**src/rtl/branch_pkg.sv**
```systemverilog
// Shared definitions for the branch-condition evaluator: opcode field layout,
// the BR class constant and the condition-code enumeration.
package branch_pkg;

  localparam int unsigned OPC_W   = 18;
  localparam int unsigned DATA_W  = 32;
  localparam int unsigned IDX_W   = 5;

  // Opcode field slice positions
  localparam int unsigned CLASS_MSB = 17;
  localparam int unsigned CLASS_LSB = 12;
  localparam int unsigned COND_MSB  = 11;
  localparam int unsigned COND_LSB  = 8;

  localparam int unsigned CLASS_W = CLASS_MSB - CLASS_LSB + 1;
  localparam int unsigned COND_W  = COND_MSB - COND_LSB + 1;

  localparam logic [CLASS_W-1:0] BR_CLASS = 6'b000100;

  typedef enum logic [COND_W-1:0] {
    COND_BEQZ = 4'd0,
    COND_BNEZ = 4'd1,
    COND_BLTZ = 4'd2,
    COND_BGEZ = 4'd3,
    COND_BGTZ = 4'd4,
    COND_BLEZ = 4'd5,
    COND_BBS  = 4'd6,
    COND_BBC  = 4'd7,
    COND_BAL  = 4'd8
  } cond_e;

  function automatic logic [CLASS_W-1:0] get_class(input logic [OPC_W-1:0] opc);
    return opc[CLASS_MSB:CLASS_LSB];
  endfunction

  function automatic logic [COND_W-1:0] get_cond(input logic [OPC_W-1:0] opc);
    return opc[COND_MSB:COND_LSB];
  endfunction

endpackage

```
**src/rtl/branch_ins_mod_1_if.sv**
```systemverilog
// Operand/opcode bundle feeding the branch evaluator and its registered taken flag.
interface branch_ins_mod_1_if;
  import branch_pkg::*;

  logic [OPC_W-1:0]  opc_in;
  logic [DATA_W-1:0] RF_in;
  logic [IDX_W-1:0]  RS_val;
  logic              out_bit;

  modport master (
    output opc_in,
    output RF_in,
    output RS_val,
    input  out_bit
  );

  modport slave (
    input  opc_in,
    input  RF_in,
    input  RS_val,
    output out_bit
  );

endinterface

```
**src/rtl/branch_cond_eval.sv**
```systemverilog
// Purely combinational branch condition test: sign, zero or single-bit tests
// on the register operand, selected by the condition code.
module branch_cond_eval
  import branch_pkg::*;
(
  input  logic [COND_W-1:0] i_cond,
  input  logic [DATA_W-1:0] i_operand,
  input  logic [IDX_W-1:0]  i_bit_idx,
  output logic              o_taken
);

  logic w_zero;
  logic w_neg;
  logic w_sel_bit;

  assign w_zero    = (i_operand == '0);
  assign w_neg     = i_operand[DATA_W-1];
  assign w_sel_bit = i_operand[i_bit_idx];

  always_comb begin
    o_taken = 1'b0;
    case (i_cond)
      COND_BEQZ: o_taken = w_zero;
      COND_BNEZ: o_taken = ~w_zero;
      COND_BLTZ: o_taken = w_neg;
      COND_BGEZ: o_taken = ~w_neg;
      COND_BGTZ: o_taken = ~w_neg & ~w_zero;
      COND_BLEZ: o_taken = w_neg | w_zero;
      COND_BBS:  o_taken = w_sel_bit;
      COND_BBC:  o_taken = ~w_sel_bit;
      COND_BAL:  o_taken = 1'b1;
      // Codes 9-15 are reserved and never taken
      default:   o_taken = 1'b0;
    endcase
  end

endmodule

```
**src/rtl/branch_ins_mod_1.sv**
```systemverilog
// Branch-condition evaluator top: gates the condition result on the BR class
// and registers the taken flag for the fetch stage's next-PC select.
module branch_ins_mod_1
  import branch_pkg::*;
(
  input  logic                  clk,
  input  logic                  rst_n,
  branch_ins_mod_1_if.slave     bus
);

  logic              w_is_br;
  logic              w_cond_taken;
  logic              w_taken;
  logic              r_out_bit;
  logic              w_unused_opc;

  assign w_is_br = (get_class(bus.opc_in) == BR_CLASS);

  branch_cond_eval u_cond_eval (
    .i_cond    (get_cond(bus.opc_in)),
    .i_operand (bus.RF_in),
    .i_bit_idx (bus.RS_val),
    .o_taken   (w_cond_taken)
  );

  assign w_taken = w_is_br & w_cond_taken;

  // Low opcode byte carries no branch information
  assign w_unused_opc = ^bus.opc_in[COND_LSB-1:0];

  always_ff @(posedge clk or negedge rst_n) begin
    if (!rst_n) begin
      r_out_bit <= 1'b0;
    end else begin
      r_out_bit <= w_taken;
    end
  end

  assign bus.out_bit = r_out_bit;

endmodule

```
**src/flat_wrapper.sv**
```systemverilog
// flat-port wrapper written by rule: the top's interface ports become plain ports
module branch_ins_mod_1_flat import branch_pkg::*;
  (clk, rst_n, bus_opc_in, bus_RF_in, bus_RS_val, bus_out_bit);
  branch_ins_mod_1_if bus_i ();
  input  logic clk;
  input  logic rst_n;
  input wire logic [$bits(bus_i.opc_in)-1:0] bus_opc_in;
  input wire logic [$bits(bus_i.RF_in)-1:0] bus_RF_in;
  input wire logic [$bits(bus_i.RS_val)-1:0] bus_RS_val;
  output wire logic [$bits(bus_i.out_bit)-1:0] bus_out_bit;
  assign bus_i.opc_in = bus_opc_in;
  assign bus_i.RF_in = bus_RF_in;
  assign bus_i.RS_val = bus_RS_val;
  assign bus_out_bit = bus_i.out_bit;
  branch_ins_mod_1 u_core (.clk(clk), .rst_n(rst_n), .bus(bus_i));
endmodule
```
**config.mk**
```make
export PLATFORM = sky130hd
export DESIGN_NAME = branch_ins_mod_1_flat
export DESIGN_NICKNAME = d
export VERILOG_FILES = /design/src/rtl/branch_pkg.sv /design/src/rtl/branch_ins_mod_1_if.sv /design/src/rtl/branch_cond_eval.sv /design/src/rtl/branch_ins_mod_1.sv /design/src/flat_wrapper.sv
export SDC_FILE = /design/constraint.sdc
export NUM_CORES = 1
export LEC_CHECK = 0
export ABC_CLOCK_PERIOD_IN_PS = 800
export CAP_MARGIN = 15
export CORE_AREA = 2 2 39 41
export CTS_BUF_LIST = sky130_fd_sc_hd__clkbuf_4 sky130_fd_sc_hd__clkbuf_8
export CTS_CLUSTER_DIAMETER = 100
export CTS_CLUSTER_SIZE = 16
export DETAILED_ROUTE_END_ITERATION = 16
export DIE_AREA = 0 0 41 43
export DONT_BUFFER_PORTS = 1
export GPL_TIMING_DRIVEN = 0
export MAX_ROUTING_LAYER = met4
export PLACE_DENSITY = 0.57
export SKIP_LAST_GASP = 1
export SLEW_MARGIN = 20
export SYNTH_ARGS = -nofsm -noshare
export SYNTH_HDL_FRONTEND = slang
export SYNTH_SLANG_ARGS = --single-unit
```
**constraint.sdc**
```tcl
create_clock -name clk -period 0.8 [get_ports clk]
set_clock_uncertainty 0.1 [all_clocks]
set_input_delay 0.12 -clock clk [delete_from_list [all_inputs] [get_ports clk]]
set_output_delay 0.12 -clock clk [all_outputs]
set_load 0.05 [all_outputs]
```
* After elaboration in Yosys (flattened, before gate mapping)
Index checks and enable logic that the tools add are counted.
Widths: inputs -> output; s select.
** Storage, ports and cells
- Flip-flop bits (word level) :: 1
- Bits in latches :: 0
- Memory bits (writable) :: 0
- Memory bits (read-only) :: 0
- Input port bits :: 57
- Output and inout bits :: 1
- Word-level logic and storage cells :: 22
- Memories :: 0
** Operators by class
- Add/subtract/negate cells :: 0
- $mul :: 0
- Div/mod/pow operators :: 0
- Magnitude comparators :: 1
- Equal/unequal tests :: 9
- Shift operators :: 0
- Multiplexer cells :: 3
- Bitwise logic cells :: 6
- Reduce and logical (&&, ||, !) cells :: 2
** Operators by type and width (number)
- $logic_not 32->1 :: 1
- $eq 4x3->1 const B :: 4
- $pmux 1 s9 :: 1
- $eq 4x2->1 const B :: 2
- $eq 6x3->1 const B :: 1
- $lt 5x6->1 const B :: 1
- $bmux 1 s5 :: 1
- $eq 4x1->1 const B :: 1
- $eq 4x4->1 const B :: 1
- $logic_not 4->1 :: 1
- $not 1->1 :: 3
- $and 1x1->1 :: 2
- $mux 1 :: 1
- $or 1x1->1 :: 1

* Longest topological paths before layout
Gate-level depths: netlist of run 1.
- Depth after elaboration :: 5
- Mapped depth :: 9
- Mapped depth without buffers :: 7

* Modules after synthesis
From an unflattened synthesis of run 1, not the netlist that was laid out.
** Unflattened totals
- Cells, all modules :: 71
- Area total of the unflattened synthesis :: 534.3 µm²
** Modules (own cells, without submodules)
- branch_cond_eval :: instances 1, cells an instance 67, area each 490.5 µm², sequential area each 0.0 µm²
- branch_ins_mod_1 :: instances 1, cells an instance 4, area each 43.8 µm², sequential area each 25.0 µm²

* Least setup slack after synthesis of run 1
OpenSTA, ideal clock, no wires.
- Path kind :: input to register
- Start :: input bus_RF_in[25]
- End :: register u_core.r_out_bit (netlist: u_core.bus.out_bit)
- Library setup time :: 0.123 ns
- Data arrival time :: 1.108 ns
- Data required time :: 0.577 ns
- Path slack :: -0.531 ns
- Stages :: 6
- Path buffers :: 0
- Path through :: nor4_1 nand4_1 o41ai_1 nor2_1 a31oi_1 a21oi_1
** On the way
- Longest elaborated chain between the ends :: 5
- Elaborated cells on any way between the ends :: 9
- Those cells by class :: mux: 3; bitwise: 5; reduce/logical: 1
** Ends and longest elaborated chain
- start: declaration :: RTL line flat_wrapper.sv:8 : input wire logic [$bits(bus_i.RF_in)-1:0] bus_RF_in;
- $bmux 1 s5 / $logic_not 32->1 (equally long branches) :: RTL line branch_cond_eval.sv:18, branch_cond_eval.sv:16
- $mux 1 (not written as such) / $not 1->1 (equally long branches) :: RTL line branch_cond_eval.sv:18, branch_cond_eval.sv:24, branch_cond_eval.sv:27
- $not 1->1 / $and 1x1->1 (equally long branches) :: RTL line branch_cond_eval.sv:30, branch_cond_eval.sv:27
- $pmux 1 s9 (*) :: RTL line branch_cond_eval.sv:22 : case (i_cond)
- $and 1x1->1 (*) :: RTL line branch_ins_mod_1.sv:26 : assign w_taken = w_is_br & w_cond_taken;
- net u_core.w_taken :: RTL line branch_ins_mod_1.sv:13 : logic w_taken;
- end signal: assignment :: RTL line branch_ins_mod_1.sv:35 : r_out_bit <= w_taken;
- end: declaration :: RTL line branch_ins_mod_1.sv:14 : logic r_out_bit;
The timed path passes the listed nets; every way through them passes the cells marked *. The select of a mux whose other input is x is not followed.

* Worst setup path after layout of run 1
- Start :: input bus_RF_in[17]
- End :: register u_core.r_out_bit (netlist: u_core.bus.out_bit)
Same word-level chain as after synthesis.

==> flow_summary.toml, run 1 <==
[final_layout]
antenna_cells = 0
multi_input_area_sq_um = 563
mostFrequentLayoutCell = "mux2i_1"
stdcell_area_sq_um = 701
largest_reg_flops = 1
layout_common_cells = "mux2i_1, nand2_1, nor4_2"
fillers = 145
finalNetCount = 135
final_util_pct = 50.6
drive_gt1_share_pct = 23.7
regArea_sq_um = 25.0
area_growth_pct = 25.6

[timing]
fin_crit_ns = 1.49
timing.final.hold_violations = 0
hold_ws_ns = 0.188
max_freq_ghz = 0.673
worstMarginPinSlew_ns = 0.439
setup_viol = 2
totalNegativeSetupSlack_ns = -0.698
slew_violations = 0
rsz0062_at_grt = "true"
fin_ws_ns = -0.687
slew_headroom_pct = 70.7
post-route-period-util_pct = 186

[routing]
drt_wl_total_um = 1570
avgRoutedWirePerCell_um = 17.0
drt_pass1_iterations = 4
first_iter_violations = 4
vias_per_cell = 6.52
drtAntennaViolNets = 0
vias = 600
drc_errors = 0

[setup_path]
crit_family = "compound AO/OA/AOI/OAI gates"
endpoint_kind = "register"
max_stage_delay_ns = 0.38
start_kind = "input pin"
worstSetupPathType = "input pin to register"
path_max_fanout = 2
cp_data_required_time_ns = 0.57
critical_path.slowest_cell = "o41ai_2"
cp_num_buf_inv = 0
crit_arrival_ns = 1.25
path_cells = "nor4_4 > nand4_1 > o41ai_2 > nor2_1 > a31oi_1 > a21oi_1"

[floorplan]
die_h_um = 43
core_area_sq_mm = 0.00138
die_x_um = 41
initial_core_util_pct = 40.3
dieArea_sq_mm = 0.00176
rows = 14
io_pins = 58

[place]
placed_cell_area_sq_um = 597
portBuffers = 0
dp_hpwl_um = 1240
globalplace.congestion = 0.667

[synth]
ys_warn_count = 0
syn_inst = 74
avgSynthCellArea_sq_um = 7.54
syn_nets = 131
synthTopCellsByArea = "mux2i_1, nor4_1, a22oi_1"
synth_seq_cells = 1
netlist-cell-type-count = 29
syn_area_sq_um = 558
synth-seq-area-share_pct = 4.48
synth_area_leader_cell = "mux2i_1"
synth_top_cell_area_share_pct = 28.7

[global_route]
grt_antenna_before_repair = 0
grtUsageTotal_pct = 18.0
grt-ovfl-total = 0
first_global_vias = 562
grt_pass1_wl_um = 2280
grt_max_degree = 9

[status]
status = "finished with violations"
violations = "setup timing"

[min_path]
hold_class = "input pin to register"

[flow_run]
maxCapViolCount = 0

[power_and_ir_drop]
cellPowerDensity_mw_per_mm2 = 453
vdd_ir_drop_max_mv = 0.183
power.leakage_nw = 0.258

[clock_network]
cts_setup_buffers = 0
clkTransAtPathRegs_ns = 0
-- logic make-up (layout without fill, tap and decap cells) --
group | after synthesis | after routing | synth area share [%]
and+or+nand+nor | 36 | 36 | 36.8
muxes | 16 | 16 | 28.7
AOI/OAI and AO/OA | 15 | 15 | 18.6
buffers and inverters | 4 | 6 | 8.30
xor gates and xnor gates | 2 | 2 | 3.14
DFF | 1 | 1 | 4.48
-- cell type report --
class	count	area share (%)
multi-input combinational	69	80.4
buffer	3	7.32
timing repair buffer	2	5.36
sequential	1	3.57
tap	16	2.86
inverter	1	0.536
-- worst paths after layout --
| kind | end | slack [ns] | start | cells past startpoint |
|---|---|---|---|---|
| worst max-delay path | u_core.bus.out_bit | -0.69 | bus_RF_in[17] | 6 |
| max in group asynchronous | u_core.bus.out_bit | 0.25 | rst_n | 1 |
| min in group asynchronous | u_core.bus.out_bit | 0.24 | rst_n | 1 |
| worst min-delay path | u_core.bus.out_bit | 0.19 | bus_opc_in[14] | 2 |
-- metrics by stage --
stage               power [W]  setup slack (ns)  std cells
finish               0.000317            -0.687         92
global route         0.000340            -0.751         92
CTS                  0.000314            -0.613         92
detailed placement   0.000274            -0.730         90
global placement     0.000273            -0.744         90
floorplan            0.000247            -0.507         74
-- report_power, final --
part | switching (W) | internal (W)
Clock | 0 | 0
Sequential | 0.000000559 | 0.0000516
Combinational | 0.000110 | 0.000155
Total | 0.000111 | 0.000207
-- cell usage after synthesis --
master     n
buf_6      2
xnor2_1    1
nand4_1    2
nor2_1     3
xor2_1     1
and2b_2    1
o21ai_2    1
dfrtp_1    1
buf_12     1
nand4b_1   2
inv_1      1
nor3_1     1
a31oi_1    1
nor4_1     9
and2_2     1
mux2i_1   16
and2b_1    2
o31ai_1    1
o221ai_1   1
a21oi_1    4
a22oi_1    4
nand2b_1   2
o41ai_1    1
nor2b_1    1
nand2_1    8
o21ai_0    1
a211o_1    1
nor3b_1    1
nand3_1    3
-- what timing repair did --
action                                 in CTS  in global routing
endpoints found under the hold margin       1                  0
setup endpoints to repair                   2                  2
hold buffers                                1                  0
pin swaps                                   7                  1
cloned                                      1                  0
resized for setup                          12                  1
-- per-layer routing --
metal	vias to the layer above	track usage, %	routed length (um)
li1	297	-	-
met2	20	31.9	827
met3	0	0.524	120
met4	0	0	0
met5	-	-	0
met1	283	23.0	616
No activity file was read; power rests on OpenSTA's default activity.
==> run 2, diff against run 1 <==
--- a/config.mk
+++ b/config.mk
@@ -16,9 +16,10 @@
 export DONT_BUFFER_PORTS = 1
 export GPL_TIMING_DRIVEN = 0
 export MAX_ROUTING_LAYER = met4
-export PLACE_DENSITY = 0.57
+export PLACE_DENSITY = 0.55
 export SKIP_LAST_GASP = 1
 export SLEW_MARGIN = 20
 export SYNTH_ARGS = -nofsm -noshare
 export SYNTH_HDL_FRONTEND = slang
+export SYNTH_HIERARCHICAL = 1
 export SYNTH_SLANG_ARGS = --single-unit
==> flow_summary.toml, run 2 <==
[status]
status = "finished with violations"
violations = "setup timing"

[synth]
ys.flop_type = "dfrtp_1"
avgSynthCellArea_sq_um = 7.52
synth_top_cell_area_share_pct = 30.0
synth_seq_cells = 1
synthTopCellsByArea = "mux2i_1, nor4_1, a22oi_1"
syn_area_sq_um = 534
syn_nets = 128
synth_area_leader_cell = "mux2i_1"
netlist-cell-type-count = 25
yosys.cell_count.top_type = "mux2i_1"
syn_inst = 71
synth_edf_count = 0
synth-seq-area-share_pct = 4.68
ys_async_sr_fraction_pct = 100
ys_warn_count = 6
ys_top_cells_by_count = "mux2i_1, nor4_1, nand2_1"

[global_route]
grt_pass1_wl_um = 2270
grt_max_degree = 9
grt_antenna_before_repair = 0
grtUsageTotal_pct = 18.2
grt-ovfl-total = 0
first_global_vias = 571

[setup_path]
crit_arrival_ns = 1.44
critical_path.slowest_cell = "a311o_1"
path_max_fanout = 8
cp_common_cell = "buf_12"
cp_data_required_time_ns = 0.58
path_cells = "buf_12 > buf_12 > mux2i_1 > a22oi_1 > nand3_1 > nand4_1 > xor2_1 > a311o_1 > and3_1"
worstSetupPathType = "input pin to register"
critPathLaunch = "bus_RS_val[1]"
max_stage_delay_ns = 0.26
start_kind = "input pin"
endpoint_kind = "register"

[power_and_ir_drop]
power_frac_seq_pct = 18.0
power_w = 0.000293
p_int_w = 0.000191
cellPowerDensity_mw_per_mm2 = 462
pwr-share-comb_pct = 82.0
power.leakage_nw = 0.244
power.share.switching_pct = 34.8
p_clk_share_pct = 0
vdd_ir_drop_max_mv = 0.193
netSwitchingPower_w = 0.000102

[final_layout]
final_cell_count_no_fill = 91
mostFrequentLayoutCell = "mux2i_1"
largest_reg_flops = 1
final_util_pct = 45.8
layout_common_cells = "mux2i_1, nand2_1, nor4_1"
finalNetCount = 134
antenna_cells = 0
drive_gt1_share_pct = 14.7
area_growth_pct = 18.7

[clock_network]
clkTransAtPathRegs_ns = 0

[routing]
first_iter_violations = 16
drt_pass1_iterations = 4
drtAntennaViolNets = 0
drc_errors = 0
vias = 593
avgRoutedWirePerCell_um = 16.7
drt_wl_total_um = 1520
vias_per_cell = 6.52

[timing]
post-route-period-util_pct = 208
fin_ws_ns = -0.861
hold_ws_ns = 0.241
slew_headroom_pct = 70.0
slew_violations = 0
fin_crit_ns = 1.66
rsz0062_at_grt = "true"
max_freq_ghz = 0.602
timing.final.hold_violations = 0
setup_viol = 2
worstMarginPinSlew_ns = 0.451

[place]
portBuffers = 0
dp_hpwl_um = 1260
dpl.cell_count = 87
globalplace.congestion = 0.819

[floorplan]
dieArea_sq_mm = 0.00176
initial_core_util_pct = 38.6
io_pins = 58
die_x_um = 41
rows = 14
core_area_sq_mm = 0.00138
die_h_um = 43

[flow_run]
maxCapViolCount = 0

[min_path]
hold_class = "input pin to async pin"
==> run 2: cell types whose count changed in the layout (fill, tap and decap cells not counted), moves of 2 or more <==
cell and delta:
buf_4 +2, nand4b_1 -2, nor4_2 -5, a211oi_1 +2
nor4_1 +5
==> run 2: how the worst max path moves through the flow <==
stage / endpoint / slack, ns / depth (start not counted)
2_1_floorplan: u_core/bus.out_bit / -0.73 / 9
3_3_place_gp: u_core/bus.out_bit / -0.89 / 7
3_5_place_dp: u_core/bus.out_bit / -0.93 / 7
4_1_cts: u_core/bus.out_bit / -0.86 / 9
5_1_grt: u_core/bus.out_bit / -0.96 / 9
6_report: u_core/bus.out_bit / -0.86 / 9
==> run 2: area by class of cell <==
cell class,count,area [sq um]
fillers,157,749
multi-input cells,67,492
plain buffers,3,45.0
repair buffers,4,52.6
well taps,16,20.0
flip-flops and latches,1,25.0
==> run 2: per-stage QoR <==
stage | setup TNS, ns | setup slack, ns | instance area [sq um]
after floorplan | -0.733 | -0.727 | 543
after global placement | -0.895 | -0.885 | 563
after detailed placement | -0.959 | -0.931 | 563
after CTS | -0.892 | -0.865 | 631
after global routing | -0.999 | -0.957 | 634
final | -0.881 | -0.861 | 634
==> run 2: logic make-up after synthesis <==
family | Yosys count | share of synthesized area (%)
xor+xnor | 2 | 3.28
buf+inv | 3 | 6.79
compound gates | 13 | 17.3
mux | 16 | 30.0
simple gates | 36 | 37.9
flops | 1 | 4.68
==> run 2: routing by layer <==
metal,global-route usage [%],part of all wire [%]
met5,-,0
met4,0,0
met3,1.05,8.3
met2,32.2,51
met1,23.1,40
==> run 2: worst max-delay path: cells and delay by family <==
family	cells	cell delay (ns)
AO/OA/AOI/OAI	2	0.35
XOR/XNOR	1	0.16
buffers and inverters	2	0.24
multiplexers	1	0.21
AND/OR/NAND/NOR	3	0.35
==> run 2: power by group through the flow <==
| stage | Sequential, W | Clock (W) | Combinational, W |
|---|---|---|---|
| after floorplan | 0.0000526 | 0 | 0.000184 |
| after global placement | 0.0000526 | 0 | 0.000211 |
| after detailed placement | 0.0000526 | 0 | 0.000211 |
| after CTS | 0.0000526 | 0 | 0.000238 |
| after global routing | 0.0000527 | 0 | 0.000264 |
| final | 0.0000526 | 0 | 0.000240 |
==> run 2: timing repair <==
action                                  in CTS  in global routing
endpoints found under the setup margin       2                  2
gates cloned                                 1                  0
hold buffers                                 1                  0
gates resized for setup                      4                  1
endpoints found under the hold margin        1                  0
pin swaps                                    6                  1
setup buffers                                2                  0
==> run 3, diff against run 2 <==
--- a/config.mk
+++ b/config.mk
@@ -7,16 +7,16 @@
 export LEC_CHECK = 0
 export ABC_CLOCK_PERIOD_IN_PS = 800
 export CAP_MARGIN = 15
-export CORE_AREA = 2 2 39 41
+export CORE_MARGIN = 2
+export CORE_UTILIZATION = 38
 export CTS_BUF_LIST = sky130_fd_sc_hd__clkbuf_4 sky130_fd_sc_hd__clkbuf_8
 export CTS_CLUSTER_DIAMETER = 100
 export CTS_CLUSTER_SIZE = 16
 export DETAILED_ROUTE_END_ITERATION = 16
-export DIE_AREA = 0 0 41 43
 export DONT_BUFFER_PORTS = 1
 export GPL_TIMING_DRIVEN = 0
 export MAX_ROUTING_LAYER = met4
-export PLACE_DENSITY = 0.55
+export PLACE_DENSITY = 0.53
 export SKIP_LAST_GASP = 1
 export SLEW_MARGIN = 20
 export SYNTH_ARGS = -nofsm -noshare
==> flow_summary.toml, run 3 (synthesized netlist as in run 2, its figures left out) <==
[timing]
rsz0062_at_grt = "true"
worstMarginPinSlew_ns = 0.439
post-route-period-util_pct = 202
slew_violations = 0
fin_crit_ns = 1.62
timing.final.hold_violations = 0
slew_headroom_pct = 70.8
setup_viol = 2
hold_ws_ns = 0.239
max_freq_ghz = 0.619
fin_ws_ns = -0.816

[floorplan]
io_pins = 58
initial_core_util_pct = 41.1
die_h_um = 41.5
die_x_um = 41.5
core_area_sq_mm = 0.00130
rows = 13
dieArea_sq_mm = 0.00172

[status]
status = "finished with violations"
violations = "setup timing"

[final_layout]
final_cell_count_no_fill = 89
layout_common_cells = "mux2i_1, nand2_1, nor4_1"
finalNetCount = 133
mostFrequentLayoutCell = "mux2i_1"
antenna_cells = 0
largest_reg_flops = 1
area_growth_pct = 21.1
drive_gt1_share_pct = 13.5

[flow_run]
maxCapViolCount = 0

[power_and_ir_drop]
p_clk_share_pct = 0
power_frac_seq_pct = 17.3
vdd_ir_drop_max_mv = 0.153
netSwitchingPower_w = 0.000104
power.leakage_nw = 0.244
p_int_w = 0.000201
cellPowerDensity_mw_per_mm2 = 471
power.share.switching_pct = 34.0
pwr-share-comb_pct = 82.7

[place]
globalplace.congestion = 0.867
portBuffers = 0
dp_hpwl_um = 1260
dpl.cell_count = 86

[global_route]
first_global_vias = 559
grt_max_degree = 8
grt_pass1_wl_um = 2310
grtUsageTotal_pct = 16.3
grt_antenna_before_repair = 0
grt-ovfl-total = 0

[setup_path]
cp_data_required_time_ns = 0.58
path_max_fanout = 4
endpoint_kind = "register"
worstSetupPathType = "input pin to register"
crit_arrival_ns = 1.40
start_kind = "input pin"

[routing]
avgRoutedWirePerCell_um = 16.6
first_iter_violations = 7
drtAntennaViolNets = 0
drc_errors = 0
vias = 585
drt_pass1_iterations = 4
drt_wl_total_um = 1480
vias_per_cell = 6.57

[min_path]
hold_class = "input pin to async pin"

[clock_network]
clkTransAtPathRegs_ns = 0
-- run 3: changes by cell type in the layout (fill, tap and decap cells not counted), sizes merged --
cell  change
buf       -1
-- run 3: final timing paths --
kind                                start  depth (start not counted)                 end  slack, ns
setup / recovery            bus_RF_in[16]                          7  u_core/bus.out_bit      -0.82
hold / removal                      rst_n                          1  u_core/bus.out_bit       0.24
max in group asynchronous           rst_n                          1  u_core/bus.out_bit       0.26
min in group clk           bus_opc_in[13]                          2  u_core/bus.out_bit       0.24
-- run 3: worst max-delay path: stages --
cell      delay (ns)
nor4_2          0.28
nand4_1         0.15
nor2_2          0.19
or3b_2          0.14
a211oi_1        0.06
a311o_1         0.31
and3_1          0.14
-- run 3: metrics by stage --
stage | total power, W | util [%] | setup TNS [ns] | setup slack [ns] | area, sq um
2_1_floorplan | 0.000236 | - | -0.733 | -0.727 | 543
3_3_place_gp | 0.000263 | 43.2 | -0.868 | -0.856 | 562
3_5_place_dp | 0.000264 | 43.2 | -0.913 | -0.898 | 562
4_1_cts | 0.000298 | 48.3 | -0.838 | -0.822 | 628
5_1_grt | 0.000327 | 49.7 | -0.937 | -0.922 | 647
6_report | 0.000305 | 49.7 | -0.828 | -0.816 | 647
-- run 3: final cells by class --
cell class / instances / area [sq um]
fill: 138 / 654
multi-input combinational: 67 / 500
timing repair buffer: 3 / 57.6
sequential: 1 / 25.0
tap: 15 / 18.8
buffer: 3 / 45.0
-- run 3: power by group through the flow --
stage	combinational [W]	sequential, W	clock, W
after floorplan	0.000184	0.0000526	0
after global placement	0.000210	0.0000526	0
after detailed placement	0.000212	0.0000526	0
after CTS	0.000245	0.0000526	0
after global routing	0.000275	0.0000526	0
final	0.000252	0.0000526	0
-- run 3: layer usage --
metal / up-vias / part of all wire, % / global-route usage, %
li1: 293 / - / -
met1: 259 / 41 / 21.1
met2: 33 / 46 / 26.9
met3: 0 / 12 / 4.35
met4: 0 / 0 / 0
met5: - / 0 / -
-- run 3: repair_timing --
action	4_1_cts	5_1_grt
gates resized for setup	3	3
pin swaps	6	1
endpoints found under the setup margin	2	2
gates cloned	1	0
buffers inserted	1	0
hold endpoints to repair	1	0
hold buffers	1	0
